## config.mk

```make
export PLATFORM = sky130hd
export DESIGN_NAME = mix_columns_seq
export DESIGN_NICKNAME = d
export VERILOG_FILES = /design/src/rtl/mix_columns_seq.sv
export SDC_FILE = /design/constraint.sdc
export NUM_CORES = 1
export LEC_CHECK = 0
export BUFFER_PORTS_ARGS = -buffer_cell sky130_fd_sc_hd__buf_2
export CAP_MARGIN = 20
export CORE_MARGIN = 2
export CORE_UTILIZATION = 45
export CTS_BUF_LIST = sky130_fd_sc_hd__clkbuf_8 sky130_fd_sc_hd__clkbuf_16
export DETAILED_ROUTE_END_ITERATION = 10
export MAX_ROUTING_LAYER = met4
export PLACE_DENSITY = 0.71
export SETUP_SLACK_MARGIN = 0.2
export SYNTH_ARGS = -nofsm -noshare
export SYNTH_HDL_FRONTEND = slang
export SYNTH_SLANG_ARGS = --single-unit
```

## constraint.sdc

```tcl
create_clock -name clk -period 8.22 [get_ports clk]
set_input_delay 1.233 -clock clk [delete_from_list [all_inputs] [get_ports clk]]
set_output_delay 1.233 -clock clk [all_outputs]
set_load 0.1 [all_outputs]
```

## src/rtl/mix_columns_seq.sv

```systemverilog
// Sequential AES MixColumns / InvMixColumns engine.
// Transforms LANES columns of the latched 128-bit state per clock, with a valid/ready handshake on each side.
module mix_columns_seq #(
    parameter int LANES = 1
) (
    input  logic         clk,
    input  logic         rst_n,
    input  logic         in_valid,
    output logic         in_ready,
    input  logic         in_inv,
    input  logic [127:0] in_state,
    output logic         out_valid,
    input  logic         out_ready,
    output logic [127:0] out_state,
    output logic         busy
);

    if (!(LANES == 1 || LANES == 2 || LANES == 4)) begin : g_bad_lanes
        $error("mix_columns_seq: LANES must be 1, 2 or 4");
    end

    typedef enum logic [1:0] {IDLE, PROC, DONE} state_t;

    localparam logic [2:0] LANE_STEP = 3'(LANES);

    state_t           state, state_next;
    logic [1:0]       col;
    logic             mode;
    logic [0:3][31:0] work;
    logic [0:3][31:0] work_step;
    logic             load, step, last;

    function automatic logic [7:0] xt(input logic [7:0] b);
        return {b[6:0], 1'b0} ^ (b[7] ? 8'h1b : 8'h00);
    endfunction

    function automatic logic [7:0] gm2(input logic [7:0] b);
        return xt(b);
    endfunction

    function automatic logic [7:0] gm3(input logic [7:0] b);
        return xt(b) ^ b;
    endfunction

    function automatic logic [7:0] gm9(input logic [7:0] b);
        return xt(xt(xt(b))) ^ b;
    endfunction

    function automatic logic [7:0] gm11(input logic [7:0] b);
        return xt(xt(xt(b))) ^ xt(b) ^ b;
    endfunction

    function automatic logic [7:0] gm13(input logic [7:0] b);
        return xt(xt(xt(b))) ^ xt(xt(b)) ^ b;
    endfunction

    function automatic logic [7:0] gm14(input logic [7:0] b);
        return xt(xt(xt(b))) ^ xt(xt(b)) ^ xt(b);
    endfunction

    // Row indices are 2-bit so r+1..r+3 wrap modulo 4 naturally.
    function automatic logic [31:0] mix_col(input logic [31:0] c, input logic inv);
        logic [0:3][7:0] a;
        logic [0:3][7:0] b;
        logic [1:0]      r;
        a = c;
        b = '0;
        for (int unsigned i = 0; i < 4; i++) begin
            r = 2'(i);
            if (inv)
                b[r] = gm14(a[r]) ^ gm11(a[r + 2'd1]) ^ gm13(a[r + 2'd2]) ^ gm9(a[r + 2'd3]);
            else
                b[r] = gm2(a[r]) ^ gm3(a[r + 2'd1]) ^ a[r + 2'd2] ^ a[r + 2'd3];
        end
        return b;
    endfunction

    always_comb begin
        logic [1:0] idx;
        work_step = work;
        idx       = '0;
        for (int unsigned l = 0; l < LANES; l++) begin
            idx            = col + 2'(l);
            work_step[idx] = mix_col(work[idx], mode);
        end
    end

    assign last = (({1'b0, col} + LANE_STEP) == 3'd4);

    always_comb begin
        state_next = state;
        in_ready   = 1'b0;
        load       = 1'b0;
        step       = 1'b0;
        unique case (state)
            IDLE: begin
                in_ready = 1'b1;
                if (in_valid) begin
                    load       = 1'b1;
                    state_next = PROC;
                end
            end
            PROC: begin
                step = 1'b1;
                if (last) state_next = DONE;
            end
            DONE: begin
                // Downstream acceptance frees the engine in the same cycle.
                if (out_ready) begin
                    in_ready = 1'b1;
                    if (in_valid) begin
                        load       = 1'b1;
                        state_next = PROC;
                    end else begin
                        state_next = IDLE;
                    end
                end
            end
            default: state_next = IDLE;
        endcase
    end

    always_ff @(posedge clk or negedge rst_n) begin
        if (!rst_n) begin
            state <= IDLE;
            col   <= '0;
            mode  <= 1'b0;
            work  <= '0;
        end else begin
            state <= state_next;
            if (load) begin
                work <= in_state;
                mode <= in_inv;
                col  <= '0;
            end else if (step) begin
                work <= work_step;
                col  <= col + LANE_STEP[1:0];
            end
        end
    end

    assign out_valid = (state == DONE);
    assign busy      = (state == PROC);
    assign out_state = work;

endmodule

```

==> out/results.ini <==
[status]
outcome=finished clean

[grt]
grt_util_all_layers_pct=28.6
grt_pass1_vias=7808
grt_first_pass_wirelength_um=45900
grt_antenna_before_repair=0
grt_max_degree=90
overflow=0

[logic_synthesis]
syn_nets=980
synth_most_common_cell=xnor2_1
synth_area_leaders=dfrtp_1 (36%), xnor2_1 (14%), mux4_2 (7.6%)
synthCells=842
synth-edff-count=0
synthSimpleGateAreaFrac_pct=5.56
ys_top_cells_by_count=xnor2_1 (150), dfrtp_1 (133), o21ai_0 (101)
synth_seq_area_share_pct=36.4
netlist_area_sq_um=9140
async_flop_share_pct=100
ys_ff_latch=133
ys.flop_type=dfrtp_1
synth_compound_area_share_pct=18.4
synth_top_cell_by_area=dfrtp_1
synth_fa_ha_area_share_pct=0.684
synth.area.mux_share_pct=8.14
syn_area_per_cell_sq_um=10.9
yosys.area.top_type_share_pct=36.4
synth_warnings=0
synth_top_family_by_area=XOR/XNOR gates
synth_xor_xnor_area_share_pct=27.0
yosysUniqueCellTypes=37

[worst_setup_path]
path_cells=buf_4 -> mux4_2 -> xor2_1 -> xor3_1 -> xnor3_1 -> mux2i_1 -> xnor2_1 -> o21ai_1
endpoint_kind=flip-flop
crit_path_max_incr_delay_ns=0.76
worstPathArrival_ns=4.17
cp_slowest_cell=dfrtp_1
cp.required_ns=8.51
critPathKind=reg -> reg
timing.rr.start=col[1]
path_max_fanout=23
crit_path_start_kind=flip-flop
critPathLaunch=col[1]
cp.buffers_inverters=1
crit_family=XOR/XNOR gates

[timing]
final.min_clock_period_ns=3.88
tightest_slew_ns=0.916
tns_ns=0
setup_viol=0
rsz0062_at_grt=false
fmax_mhz=258
period_share_pct=47.2
skew_ns=0.00840
final-max-slew-violation-count=0
slew_headroom_pct=38.7
finalHoldViolCount=0

[cts]
cts_setup_buffers=0
clk-insertion-delay-late_ns=0.42
tritoncts_num_sinks=133
path_clk_slew_ns=0.06
cts_tree=built
hold_buffers=0
clk_path_buf_depth=2
cts_root_buf=clkbuf_16
numCtsBuffers=17
cts.repair.resized=0
htree_levels=4

[detailed_routing]
wl_per_cell_um=22.2
drt_iter0_drc=847
viasPerCell=5.94
postRouteAntennaNets=0
drc=0
num_vias=8032
dr.pass1.iters=7
drt_wl_total_um=30000

[final_layout]
num-fill-cells=1811
n_antenna_cell=0
drive_above_1_share_pct=33.5
nets=1208
areaGrowthSynthToFinish_pct=22.8

[die]
coreArea_sq_um=20100
io_pins=264
fp.dieArea_sq_um=21500
start_util_pct=45.5
dieHeight_um=147
rows=52
die_w_um=147

[place]
gp_congestion=0.983
port_buffers=263
dpl.hpwl_um=22000

[worst_hold_path]
hp-class=reg -> reg
min-delay-start=state[0]

[run]
cap_violations=0

-- final cells by class --
cell class	count	area, sq um	area share [%]
clock buffers	17	425	3.79
flip-flops and latches	133	3330	29.7
clock inverters	15	205	1.83
repair buffers	278	1440	12.8
inverters	3	11.3	0.100
well taps	270	338	3.01
multi-input cells	637	5480	48.8
-- cells by family after synthesis --
family / Yosys count
buf+inv: 72
simple gates: 107
mux: 34
fa+ha+maj: 5
xor+xnor: 230
flops: 133
compound gates: 261
-- final timing paths --
path	slack (ns)	end	cells after the start
max	4.34	out_state[28]	8
max reg2reg	4.34	out_state[28]	8
max in group asynchronous	6.10	out_state[9]	2
min reg2reg	0.53	state[1]	1
min	0.53	state[1]	1
min in group asynchronous	0.78	out_state[44]	1
-- worst reg2reg max path: stages, from the launching register on --
cell     delay [ns]
dfrtp_1        0.76
buf_4          0.46
mux4_2         0.48
xor2_1         0.60
xor3_1         0.47
xnor3_1        0.30
mux2i_1        0.12
xnor2_1        0.43
o21ai_1        0.13
-- state kept, by name, indices dropped and copies added (netlist names) --
name,cells
out_state,128
col,2
state,2
mode,1
-- cell usage in the layout (no fill, tap or decap), types with 20 or more instances in the layout --
| cell type | Yosys | final |
|---|---|---|
| xnor2_1 | 150 | 150 |
| a22oi_1 | 64 | 64 |
| buf_2 | 14 | 262 |
| nand2_1 | 42 | 42 |
| mux4_2 | 31 | 31 |
| o21ai_0 | 101 | 101 |
| a222oi_1 | 32 | 32 |
| a21oi_1 | 37 | 33 |
| dfrtp_1 | 133 | 132 |
| and3_1 | 28 | 28 |
| nor2_1 | 20 | 20 |
| xor2_1 | 43 | 43 |
-- through the flow --
step / worst slack, ns / hold slack, ns / instance area [sq um] / cells / utilization (%)
4_1_cts: 4.39 / 0.529 / 11200 / 1353 / 55.9
3_3_place_gp: 4.46 / 0.505 / 10600 / 1321 / 52.7
3_5_place_dp: 4.41 / 0.516 / 10600 / 1321 / 52.7
2_1_floorplan: 4.10 / 0.472 / 9140 / 842 / -
5_1_grt: 4.14 / 0.548 / 11200 / 1353 / 55.9
6_report: 4.34 / 0.527 / 11200 / 1353 / 55.9
-- per-layer routing --
metal	vias to the layer above	share of wire, %	global-route usage, %
li1	3553	-	-
met5	-	0	-
met1	4002	43	39.8
met2	439	48	43.7
met3	38	8.0	5.38
met4	0	1.5	6.94
Power is left out: the tool's default activity adds up to more than one toggle a clock period on the data nets, which glitch-free logic cannot reach.
